--- config.mk ---
export PLATFORM = sky130hd
export DESIGN_NAME = tx_port_scheduler_flat
export DESIGN_NICKNAME = d
export VERILOG_FILES = /design/src/rtl/tx_port_scheduler_if.sv /design/src/rtl/tx_port_scheduler.sv /design/src/flat_wrapper.sv
export SDC_FILE = /design/constraint.sdc
export NUM_CORES = 1
export LEC_CHECK = 0
export CAP_MARGIN = 10
export CORE_ASPECT_RATIO = 1.1
export CORE_MARGIN = 4
export CORE_UTILIZATION = 35
export CTS_BUF_LIST = sky130_fd_sc_hd__clkbuf_8
export DETAILED_ROUTE_END_ITERATION = 16
export GPL_TIMING_DRIVEN = 1
export SETUP_SLACK_MARGIN = 0.15
export SLEW_MARGIN = 5
export SYNTH_ARGS = -nofsm -noshare
export SYNTH_HDL_FRONTEND = slang
export SYNTH_SLANG_ARGS = --single-unit
--- constraint.sdc ---
create_clock -name clk_i -period 3.4 [get_ports clk_i]
set_input_delay 0.68 -clock clk_i [delete_from_list [all_inputs] [get_ports clk_i]]
set_output_delay 0.68 -clock clk_i [all_outputs]
set_load 0.05 [all_outputs]
--- src/rtl/tx_port_scheduler_if.sv ---
// Queue-side and lane-side signals of one output port scheduler.
// master: the scheduler; slave: the source queues and transmit lane it talks to.
interface tx_port_scheduler_if #(
    parameter int unsigned P_NUM_SRC = 4
) ();
    logic [P_NUM_SRC-1:0]   frame_rdy_i;
    logic [9*P_NUM_SRC-1:0] q_data_i;
    logic [P_NUM_SRC-1:0]   rd_o;
    logic [7:0]             tx_data_o;
    logic                   tx_ctrl_o;

    modport master (
        input  frame_rdy_i,
        input  q_data_i,
        output rd_o,
        output tx_data_o,
        output tx_ctrl_o
    );

    modport slave (
        output frame_rdy_i,
        output q_data_i,
        input  rd_o,
        input  tx_data_o,
        input  tx_ctrl_o
    );
endinterface

--- src/rtl/tx_port_scheduler.sv ---
// Per-lane frame scheduler: round-robin over source queues one frame at a time,
// with inter-frame gap, max-length truncation and link-loss truncation.
module tx_port_scheduler #(
    parameter int unsigned P_NUM_SRC   = 4,
    parameter int unsigned P_IFG       = 12,
    parameter int unsigned P_MAX_FRAME = 1522,
    parameter int unsigned P_LEN_WIDTH = 11
) (
    input  logic                  clk_i,
    input  logic                  rst_i,
    input  logic                  link_up_i,
    tx_port_scheduler_if.master   q_if,
    output logic [P_NUM_SRC-1:0]  grant_o,
    output logic                  busy_o,
    output logic [15:0]           frames_sent_o,
    output logic [15:0]           frames_trunc_o
);
    localparam int unsigned PtrW = (P_NUM_SRC > 1) ? $clog2(P_NUM_SRC) : 1;

    typedef enum logic [1:0] {StIdle, StSend, StDrain, StGap} state_e;

    state_e                 state_q, state_d;
    logic [PtrW-1:0]        ptr_q, ptr_d;
    logic [P_NUM_SRC-1:0]   grant_q, grant_d;
    logic [P_LEN_WIDTH-1:0] byte_cnt_q, byte_cnt_d;
    logic [15:0]            gap_cnt_q, gap_cnt_d;
    logic [7:0]             tx_data_q, tx_data_d;
    logic                   tx_ctrl_q, tx_ctrl_d;
    logic [15:0]            sent_q, sent_d;
    logic [15:0]            trunc_q, trunc_d;

    logic [P_NUM_SRC-1:0]   req;
    logic                   win_found;
    logic [PtrW-1:0]        win_idx;
    logic [PtrW-1:0]        cand;
    logic [8:0]             head;

    assign req = q_if.frame_rdy_i & {P_NUM_SRC{link_up_i}};

    // Search starts just after the last winner so fairness is per frame.
    always_comb begin
        win_found = 1'b0;
        win_idx   = '0;
        cand      = '0;
        for (int unsigned k = 1; k <= P_NUM_SRC; k++) begin
            cand = PtrW'((32'(ptr_q) + k) % P_NUM_SRC);
            if (!win_found && req[cand]) begin
                win_found = 1'b1;
                win_idx   = cand;
            end
        end
    end

    // ptr_q always holds the current owner, so it doubles as the head-word mux select.
    always_comb begin
        head = '0;
        for (int unsigned i = 0; i < P_NUM_SRC; i++) begin
            if (ptr_q == PtrW'(i)) head = q_if.q_data_i[9*i +: 9];
        end
    end

    always_comb begin
        state_d    = state_q;
        ptr_d      = ptr_q;
        grant_d    = grant_q;
        byte_cnt_d = byte_cnt_q;
        gap_cnt_d  = gap_cnt_q;
        tx_data_d  = '0;
        tx_ctrl_d  = 1'b0;
        sent_d     = sent_q;
        trunc_d    = trunc_q;
        unique case (state_q)
            StIdle: begin
                if (win_found) begin
                    grant_d    = P_NUM_SRC'(1) << win_idx;
                    ptr_d      = win_idx;
                    byte_cnt_d = '0;
                    state_d    = StSend;
                end
            end
            StSend: begin
                tx_data_d  = head[7:0];
                tx_ctrl_d  = 1'b1;
                byte_cnt_d = byte_cnt_q + P_LEN_WIDTH'(1);
                if (head[8]) begin
                    sent_d    = sent_q + {15'd0, sent_q != 16'hFFFF};
                    grant_d   = '0;
                    gap_cnt_d = 16'd1;
                    state_d   = StGap;
                end else if (!link_up_i || byte_cnt_q == P_LEN_WIDTH'(P_MAX_FRAME - 1)) begin
                    trunc_d = trunc_q + {15'd0, trunc_q != 16'hFFFF};
                    state_d = StDrain;
                end
            end
            StDrain: begin
                if (head[8]) begin
                    grant_d   = '0;
                    gap_cnt_d = 16'd1;
                    state_d   = StGap;
                end
            end
            StGap: begin
                // The pop cycle of the last word counts as gap cycle 0.
                if (gap_cnt_q >= 16'(P_IFG - 1)) begin
                    state_d = StIdle;
                end else begin
                    gap_cnt_d = gap_cnt_q + 16'd1;
                end
            end
            default: state_d = StIdle;
        endcase
    end

    always_ff @(posedge clk_i or negedge rst_i) begin
        if (!rst_i) begin
            state_q    <= StIdle;
            ptr_q      <= PtrW'(P_NUM_SRC - 1);
            grant_q    <= '0;
            byte_cnt_q <= '0;
            gap_cnt_q  <= '0;
            tx_data_q  <= '0;
            tx_ctrl_q  <= 1'b0;
            sent_q     <= '0;
            trunc_q    <= '0;
        end else begin
            state_q    <= state_d;
            ptr_q      <= ptr_d;
            grant_q    <= grant_d;
            byte_cnt_q <= byte_cnt_d;
            gap_cnt_q  <= gap_cnt_d;
            tx_data_q  <= tx_data_d;
            tx_ctrl_q  <= tx_ctrl_d;
            sent_q     <= sent_d;
            trunc_q    <= trunc_d;
        end
    end

    assign q_if.rd_o      = (state_q == StSend || state_q == StDrain) ? grant_q : '0;
    assign q_if.tx_data_o = tx_data_q;
    assign q_if.tx_ctrl_o = tx_ctrl_q;
    assign grant_o        = grant_q;
    assign busy_o         = (state_q != StIdle);
    assign frames_sent_o  = sent_q;
    assign frames_trunc_o = trunc_q;

endmodule

--- src/flat_wrapper.sv ---
// flat-port wrapper written by rule: the top's interface ports become plain ports
module tx_port_scheduler_flat 
#(
    parameter int unsigned P_NUM_SRC   = 4,
    parameter int unsigned P_IFG       = 12,
    parameter int unsigned P_MAX_FRAME = 1522,
    parameter int unsigned P_LEN_WIDTH = 11
)
  (clk_i, rst_i, link_up_i, grant_o, busy_o, frames_sent_o, frames_trunc_o, q_if_frame_rdy_i, q_if_q_data_i, q_if_rd_o, q_if_tx_data_o, q_if_tx_ctrl_o);
  tx_port_scheduler_if #(.P_NUM_SRC(P_NUM_SRC)) q_if_i ();
  input  logic clk_i;
  input  logic rst_i;
  input  logic link_up_i;
  output logic [P_NUM_SRC-1:0] grant_o;
  output logic busy_o;
  output logic [15:0] frames_sent_o;
  output logic [15:0] frames_trunc_o;
  input wire logic [$bits(q_if_i.frame_rdy_i)-1:0] q_if_frame_rdy_i;
  input wire logic [$bits(q_if_i.q_data_i)-1:0] q_if_q_data_i;
  output wire logic [$bits(q_if_i.rd_o)-1:0] q_if_rd_o;
  output wire logic [$bits(q_if_i.tx_data_o)-1:0] q_if_tx_data_o;
  output wire logic [$bits(q_if_i.tx_ctrl_o)-1:0] q_if_tx_ctrl_o;
  assign q_if_i.frame_rdy_i = q_if_frame_rdy_i;
  assign q_if_i.q_data_i = q_if_q_data_i;
  assign q_if_rd_o = q_if_i.rd_o;
  assign q_if_tx_data_o = q_if_i.tx_data_o;
  assign q_if_tx_ctrl_o = q_if_i.tx_ctrl_o;
  tx_port_scheduler #(.P_NUM_SRC(P_NUM_SRC), .P_IFG(P_IFG), .P_MAX_FRAME(P_MAX_FRAME), .P_LEN_WIDTH(P_LEN_WIDTH)) u_core (.clk_i(clk_i), .rst_i(rst_i), .link_up_i(link_up_i), .q_if(q_if_i), .grant_o(grant_o), .busy_o(busy_o), .frames_sent_o(frames_sent_o), .frames_trunc_o(frames_trunc_o));
endmodule
==> flow_summary.yaml, run 1 <==
clock_network:
  post_cts_buffers: 0
  hold_buffers: 0
  clockBufferDepth: 2
  path_clk_slew_ps: 80
  cts_resized: 0
  h-tree-depth: 3
  cts_tree: "yes"
  cts-buffers-inserted: 9
  root_buffer: "clkbuf_8"
  clk_latency_ps: 350
  cts_sinks: 76
placement:
  post-dp-hpwl_um: 6510
  pre_cts_ws_ps: 514
  port-buffer-count: 92
  gp_congestion: 0.851
global_route:
  grt_pass1_wl_um: 14700
  grt_max_degree: 77
  grt_overflow: 0
  grtUsageTotal_pct: 14.1
  antenna_found_initial: 0
  grt_pass1_vias: 2993
power_and_ir_drop:
  power_density_nw_per_um2: 778
  ir_drop_v: 0.000394
  p_switching_mw: 1.73
  p_int_mw: 2.35
  swShare_pct: 42.4
  p_leak_nw: 2.28
  combPwrFrac_pct: 48.3
  seqPwrFrac_pct: 31.4
  power_frac_clock_pct: 20.2
routing:
  met1_length_um: 4230
  totalWireLength_um: 8840
  initialDrtViolationCount: 120
  drtPass1Iterations: 4
  vias: 3098
  wl_met2_um: 3930
  highest_layer: "met4"
  vias_per_cell: 5.00
  final_antenna_net_count: 0
  route.detailed.drc: 0
  wl_met3_um: 609
  wl_per_cell_um: 14.3
timing:
  rsz0062_at_grt: "false"
  post-route-period-util_pct: 88.5
  hold_viol_final: 0
  period_minus_slack_ps: 3010
  hold_ws_ps: 464
  slew_headroom_pct: 37.7
  fmax_mhz: 332
  fin_setup_tns_ps: 0
  setup_violations: 0
  slew_violations: 0
  skew_ps: 12.6
  tightest_slew_ps: 935
  fin_ws_ps: 391
synth:
  syn-cell-area_um2: 3940
  synth_most_common_cell: "dfrtp_1"
  synthArstFlopShare_pct: 100
  synth_area_leaders: "dfrtp_1, ha_1, xnor2_1"
  ys_seq_area_share_pct: 48.4
  synth_edf_count: 0
  synthFlopType: "dfrtp_1"
  syn_area_per_cell_um2: 10.6
  netlist_top_cells_count: "dfrtp_1, nor2_1, nand2_1"
  synth_top_cell_by_area: "dfrtp_1"
  syn-num-nets: 432
  synth_cell_types: 61
  ys_ff_latch: 76
  synthesis.instances: 373
  yosysWarningCount: 0
  yosysTopAreaCellShare_pct: 47.0
die:
  die_height_um: 119
  io_pins: 93
  chipWidth_um: 109
  fp.dieArea_um2: 13000
  num_rows: 40
  start_util_pct: 35.9
  core_region_area_um2: 11000
cells_and_area:
  area_delta_synth_final_pct: 33.1
  fillCellCount: 1028
  antenna_cells: 0
  regArea_um2: 1900
  layout.nets: 527
  multi_input_area_um2: 1930
  drive_gt1_share_pct: 8.47
critical_path:
  critical_path_buf_inv_count: 2
  start_kind: "flop"
  cp_slowest_stage_delay_ps: 800
  critPathKind: "flop to output pin"
  critPathCaptureType: "output pin"
  path_cells: "inv_1, ha_1, and2_1, clkdlybuf4s50_1"
  cp.arrival_ps: 2330
  worstPathMaxFanout: 9
  required_ps: 2720
  slowest_stage: "clkdlybuf4s50_1"
  path_delay_family: "buffers and inverters"
flow_run:
  drv_cap: 0
run_status:
  outcome: "completed"
hold_path:
  min_path_type: "input pin to asynchronous set/reset pin"
[cell families after synthesis]
logic type               after synthesis  share of synthesized area [%]
AO/OA/AOI/OAI                         63                           12.2
flip-flops                            76                           48.4
multiplexers                          12                           3.37
buffers and inverters                 24                           2.70
AND/OR/NAND/NOR                      149                           20.9
adder cells (fa/ha/maj)               16                           5.08
XOR/XNOR                              33                           7.34
[registers in the layout (all words and copies together), names as in the netlist]
name                   cells
u_core.byte_cnt_q         11
u_core.frames_sent_o      16
u_core.frames_trunc_o     16
u_core.gap_cnt_q          16
u_core.grant_o             4
u_core.ptr_q               2
u_core.q_if.tx_ctrl_o      1
u_core.q_if.tx_data_o      8
u_core.state_q             2
[per-layer routing]
| layer | vias up | global-route usage, % |
|---|---|---|
| li1 | 1544 | - |
| met1 | 1462 | 19.4 |
| met2 | 87 | 21.1 |
| met3 | 5 | 4.66 |
| met4 | 0 | 3.79 |
| met5 | - | 0 |
[placed cells by master, fill, tap and decap left out, types with 3 or more instances in the layout]
cell,Yosys,routed
ha_1,16,16
nor4_1,9,9
dfrtp_1,74,74
nand4_1,12,12
xor2_1,14,14
and3_1,8,8
xnor2_1,19,19
nor2b_1,21,21
a211oi_1,3,3
bufinv_16,0,3
nor2_1,25,25
o21ai_0,8,8
and4_1,4,4
mux2_2,10,10
clkbuf_8,0,10
nor3_1,12,12
o211ai_1,4,4
and2_1,4,4
buf_4,1,4
inv_1,12,12
or3_1,3,3
a21oi_1,15,15
nand2_1,23,23
nand3_1,13,13
a221oi_1,8,8
clkdlybuf4s50_1,0,91
[worst register-to-register path, cell delays in order (launching register included)]
cell      delay, ps
dfstp_2         610
inv_1           110
ha_1            390
a211oi_1        450
a221o_1         290
and3_1          340
and4bb_1        250
xor2_1          160
[area by class of cell]
| cell class | instances | share of cell area [%] |
|---|---|---|
| clock inverters | 5 | 1.91 |
| multi-input cells | 273 | 36.8 |
| clock buffers | 10 | 2.63 |
| inverters | 13 | 0.931 |
| flip-flops and latches | 76 | 36.3 |
| repair buffers | 95 | 17.9 |
| well taps | 147 | 3.51 |
[power groups by stage]
| stage | clock network [mW] | logic [mW] | registers [mW] |
|---|---|---|---|
| 2_1_floorplan | 0 | 1.02 | 1.65 |
| 6_report | 0.825 | 1.97 | 1.28 |
| 3_3_place_gp | 0 | 1.96 | 1.30 |
| 5_1_grt | 0.886 | 2.17 | 1.32 |
| 3_5_place_dp | 0 | 1.99 | 1.30 |
| 4_1_cts | 0.852 | 1.99 | 1.29 |
[through the flow]
step	instance area, um2	utilization [%]	power (mW)	std cells
6_report	5240	47.8	4.08	619
5_1_grt	5240	47.8	4.37	619
4_1_cts	5240	47.8	4.13	619
3_5_place_dp	5000	45.7	3.29	604
3_3_place_gp	5000	45.7	3.26	604
2_1_floorplan	3940	-	2.67	373
[path summary, 6_finish.rpt]
path	slack, ps	cells past startpoint	endpoint	start
max	390	4	q_if_rd_o[3]	u_core.state_q[1]
min	460	1	u_core.frames_sent_o[13]	rst_i
max reg2reg	730	7	u_core.frames_trunc_o[14]	u_core.ptr_q[0]
min reg2reg	490	1	u_core.frames_trunc_o[15]	u_core.frames_trunc_o[15]
max in group asynchronous	2330	1	u_core.q_if.tx_data_o[1]	rst_i
min in group clk_i	490	1	u_core.frames_trunc_o[15]	u_core.frames_trunc_o[15]
Power figures use the tool's default switching activity.
==> run 2: changes to the inputs <==
--- a/config.mk
+++ b/config.mk
@@ -5,9 +5,9 @@
 export SDC_FILE = /design/constraint.sdc
 export NUM_CORES = 1
 export LEC_CHECK = 0
-export CAP_MARGIN = 10
+export CAP_MARGIN = 5
 export CORE_ASPECT_RATIO = 1.1
-export CORE_MARGIN = 4
+export CORE_MARGIN = 2
 export CORE_UTILIZATION = 35
 export CTS_BUF_LIST = sky130_fd_sc_hd__clkbuf_8
 export DETAILED_ROUTE_END_ITERATION = 16
==> constraint.sdc (replaced) <==
create_clock -name clk_i -period 3.4 [get_ports clk_i]
set_input_delay 0.34 -clock clk_i [delete_from_list [all_inputs] [get_ports clk_i]]
set_output_delay 0.34 -clock clk_i [all_outputs]
set_load 0.05 [all_outputs]
==> flow_summary.yaml, run 2 (synthesis results as in run 1) <==
critical_path:
  slowest_stage: "clkdlybuf4s50_1"
  start_kind: "flop"
  cp.arrival_ps: 2340
  critPathLaunch: "u_core.state_q[1]"
  r2r_start: "u_core.ptr_q[1]"
  cp_slowest_stage_delay_ps: 800
  required_ps: 3060
  critPathCaptureType: "output pin"
  path_cells: "inv_1, ha_1, and2_1, clkdlybuf4s50_1"
  critPathKind: "flop to output pin"
  r2r_setup_slack_ps: 810
  worstPathMaxFanout: 9
die:
  fp.dieArea_um2: 12100
  chipWidth_um: 105
  io_pins: 93
  die_height_um: 115
  start_util_pct: 35.9
  num_rows: 40
  core_region_area_um2: 11000
timing:
  period_minus_slack_ps: 2680
  fmax_mhz: 373
  hold_viol_final: 0
  slew_violations: 0
  setup_violations: 0
  fin_setup_tns_ps: 0
  post-route-period-util_pct: 78.8
  tightest_slew_ps: 939
  slew_headroom_pct: 37.4
  rsz0062_at_grt: "false"
  skew_ps: 7.78
flow_run:
  drv_cap: 0
routing:
  final_antenna_net_count: 0
  initialDrtViolationCount: 136
  drtPass1Iterations: 6
  vias_per_cell: 5.02
  wl_per_cell_um: 14.1
  route.detailed.drc: 0
  vias: 3117
  totalWireLength_um: 8750
power_and_ir_drop:
  power_density_nw_per_um2: 753
  p_leak_nw: 2.27
  ir_drop_v: 0.000485
clock_network:
  cts-buffers-inserted: 9
  clk_latency_ps: 350
  hold_buffers: 0
  root_buffer: "clkbuf_8"
  post_cts_buffers: 0
  path_clk_slew_ps: 80
  cts_resized: 0
  cts_sinks: 76
  cts_tree: "yes"
  clockBufferDepth: 2
  h-tree-depth: 3
global_route:
  grt_busiest_layer: "met2"
  antenna_found_initial: 0
  grt_pass1_wl_um: 15000
  grt_overflow: 0
  use_met1_pct: 20.6
  grt_max_degree: 77
  met2_usage_pct: 25.0
  grtUsageTotal_pct: 15.5
  grt_pass1_vias: 3117
  grt_use_met3_pct: 4.25
cells_and_area:
  layout_commonest_cell: "clkdlybuf4s50_1"
  drive_gt1_share_pct: 7.81
  multi_input_area_um2: 1930
  layout.nets: 528
  antenna_cells: 0
  area_delta_synth_final_pct: 31.8
  final_core_util_pct: 47.4
  final_cell_mix: "clkdlybuf4s50_1, dfrtp_1, nor2_1"
  regArea_um2: 1900
  fillCellCount: 1017
hold_path:
  min_path_type: "input pin to asynchronous set/reset pin"
placement:
  post-dp-hpwl_um: 6440
  gp_congestion: 0.793
  port-buffer-count: 92
run_status:
  outcome: "completed"
-- run 2: cell type report --
| type | count | share of cell area, % |
|---|---|---|
| Clock inverter | 7 | 1.04 |
| Inverter | 13 | 0.940 |
| Sequential cell | 76 | 36.7 |
| Tap cell | 147 | 3.54 |
| Multi-Input combinational cell | 273 | 37.1 |
| Timing Repair Buffer | 96 | 18.3 |
| Clock buffer | 9 | 2.39 |
-- run 2: critical path, delay by kind of cell (launching register included) --
family / cells / cell delay, ps
adder cells (fa/ha/maj): 1 / 490
AND/OR/NAND/NOR: 1 / 180
flip-flops: 1 / 420
buffers and inverters: 2 / 910
-- run 2: metal layers --
metal	up-vias	part of all wire [%]	wire (um)
li1	1551	-	-
met1	1468	47	4130
met2	91	46	4060
met3	7	5.3	466
met4	0	1.1	97
met5	-	0	0
-- run 2: report_power, final --
part | switching [mW] | internal (mW) | total, mW
sequential | 0.189 | 1.10 | 1.29
clock | 0.315 | 0.325 | 0.640
combinational | 1.22 | 0.758 | 1.98
total | 1.73 | 2.18 | 3.91
-- run 2: path summary, 6_finish.rpt --
check                                            end  cells past startpoint
setup / recovery                        q_if_rd_o[1]                      4
hold / removal              u_core.frames_sent_o[12]                      1
setup reg to reg                 u_core.gap_cnt_q[0]                      7
hold reg to reg            u_core.frames_trunc_o[10]                      1
max in group asynchronous        u_core.gap_cnt_q[7]                      1
min in group clk_i         u_core.frames_trunc_o[10]                      1
-- run 2: metrics by stage --
| stage | worst slack [ps] | cell area [um2] | total power [mW] | cells | hold WS, ps |
|---|---|---|---|---|---|
| 2_1_floorplan | 778 | 3940 | 2.67 | 373 | 44.4 |
| 3_3_place_gp | 854 | 5010 | 3.26 | 605 | 476 |
| 3_5_place_dp | 800 | 5010 | 3.30 | 605 | 486 |
| 4_1_cts | 663 | 5190 | 3.96 | 621 | 165 |
| 5_1_grt | 573 | 5190 | 4.20 | 621 | 211 |
| 6_report | 720 | 5190 | 3.91 | 621 | 132 |
==> run 3: changes to the inputs <==
==> constraint.sdc (replaced) <==
create_clock -name clk_i -period 2.8 [get_ports clk_i]
set_input_delay 0.28 -clock clk_i [delete_from_list [all_inputs] [get_ports clk_i]]
set_output_delay 0.28 -clock clk_i [all_outputs]
set_load 0.05 [all_outputs]
==> flow_summary.yaml, run 3 (synthesis results as in run 1) <==
routing:
  route.detailed.drc: 0
  met1_length_um: 4020
  vias_per_cell: 5.06
  initialDrtViolationCount: 100
  final_antenna_net_count: 0
  wl_met3_um: 475
  totalWireLength_um: 8540
  highest_layer: "met4"
  wl_per_cell_um: 13.7
  vias: 3164
  wl_met2_um: 4010
  drtPass1Iterations: 4
critical_path:
  worstPathMaxFanout: 11
  r2r_start: "u_core.ptr_q[1]"
  ff2ff_path_depth: 6
  cp.arrival_ps: 2710
  start_kind: "flop"
  critPathCaptureType: "flop"
  reg2reg_to: "u_core.frames_trunc_o[0]"
  cp_slowest_stage_delay_ps: 620
  critPathLaunch: "u_core.ptr_q[1]"
  required_ps: 3030
  path_cells: "inv_1, ha_1, a211oi_2, a221o_1, and3_1, mux2_2"
  critPathKind: "flop to flop"
  slowest_stage: "dfstp_2"
  r2r_setup_slack_ps: 330
placement:
  port-buffer-count: 92
  dp_cells: 609
  post-dp-hpwl_um: 6320
  gp_congestion: 0.802
power_and_ir_drop:
  ir_drop_v: 0.000543
  power_density_nw_per_um2: 930
  p_leak_nw: 2.33
cells_and_area:
  antenna_cells: 0
  stdcell_count: 625
  final_core_util_pct: 48.2
  layout_commonest_cell: "clkdlybuf4s50_1"
  regArea_um2: 1900
  fillCellCount: 1018
  multi_input_area_um2: 1940
  drive_gt1_share_pct: 10.0
  final_cell_mix: "clkdlybuf4s50_1, dfrtp_1, nor2_1"
  area_delta_synth_final_pct: 34.1
  layout.nets: 532
run_status:
  outcome: "completed"
clock_network:
  root_buffer: "clkbuf_8"
  clockBufferDepth: 2
  clk_latency_ps: 340
  h-tree-depth: 3
  post_cts_buffers: 0
  cts_sinks: 76
  cts_tree: "yes"
  cts-buffers-inserted: 9
  path_clk_slew_ps: 80
die:
  fp.dieArea_um2: 12100
  die_height_um: 115
  io_pins: 93
  num_rows: 40
  core_region_area_um2: 11000
  start_util_pct: 35.9
  chipWidth_um: 105
timing:
  setup_violations: 0
  skew_ps: 10.1
  slew_headroom_pct: 37.5
  slew_violations: 0
  fmax_mhz: 404
  fin_setup_tns_ps: 0
  post-route-period-util_pct: 88.4
  tightest_slew_ps: 937
  period_minus_slack_ps: 2470
  hold_viol_final: 0
  rsz0062_at_grt: "false"
global_route:
  grt_pass1_vias: 3128
  grt_max_degree: 77
  grtUsageTotal_pct: 14.8
  antenna_found_initial: 0
  grt_overflow: 0
  grt_pass1_wl_um: 14600
hold_path:
  min_path_type: "input pin to asynchronous set/reset pin"
flow_run:
  drv_cap: 0
## run 3: worst max-delay path by stage
stage,endpoint,cells after the start
6_report,u_core.frames_trunc_o[0],6
3_3_place_gp,u_core.frames_trunc_o[1],6
5_1_grt,u_core.frames_trunc_o[14],9
4_1_cts,q_if_rd_o[0],4
2_1_floorplan,u_core.frames_trunc_o[14],9
3_5_place_dp,u_core.frames_trunc_o[0],6
## run 3: layer usage
layer | vias up | track usage, %
li1 | 1555 | -
met1 | 1521 | 20.0
met2 | 84 | 23.7
met3 | 4 | 4.37
met4 | 0 | 3.56
met5 | - | 0
## run 3: timing repair
item / 4_1_cts / 5_1_grt
gates resized for setup: 3 / 4
pin swaps: 0 / 0
setup endpoints to repair: 3 / 6
hold buffers: 0 / 0
## run 3: cell type report
cell class              count  area share [%]
repair buffers            100            18.5
inverters                  13           0.924
well taps                 147            3.48
clock buffers              10            2.61
clock inverters             6            1.68
flip-flops and latches     76            36.1
multi-input cells         273            36.7
## run 3: power by group
part	switching, mW	internal, mW	total [mW]	leakage (nW)
Combinational	1.48	0.946	2.43	1.19
Sequential	0.223	1.33	1.56	1.02
Clock	0.399	0.526	0.925	0.114
## run 3: stage by stage
step | hold slack, ps | cell area (um2) | total power [mW] | worst slack [ps]
after global placement | 478 | 5040 | 3.97 | 335
final | 55.9 | 5280 | 4.91 | 326
after floorplan | -15.6 | 3940 | 3.24 | 178
after detailed placement | 484 | 5040 | 4.01 | 271
after global routing | 154 | 5280 | 5.28 | 160
after CTS | 111 | 5270 | 4.95 | 158
## run 3: critical path: cells and delay by family, from the launching register on
family                     cells  cell delay, ps
and+or+nand+nor                1             340
muxes                          1             370
buffers and inverters          1             100
adders and majority gates      1             320
DFF                            1             620
AOI/OAI and AO/OA              2             620
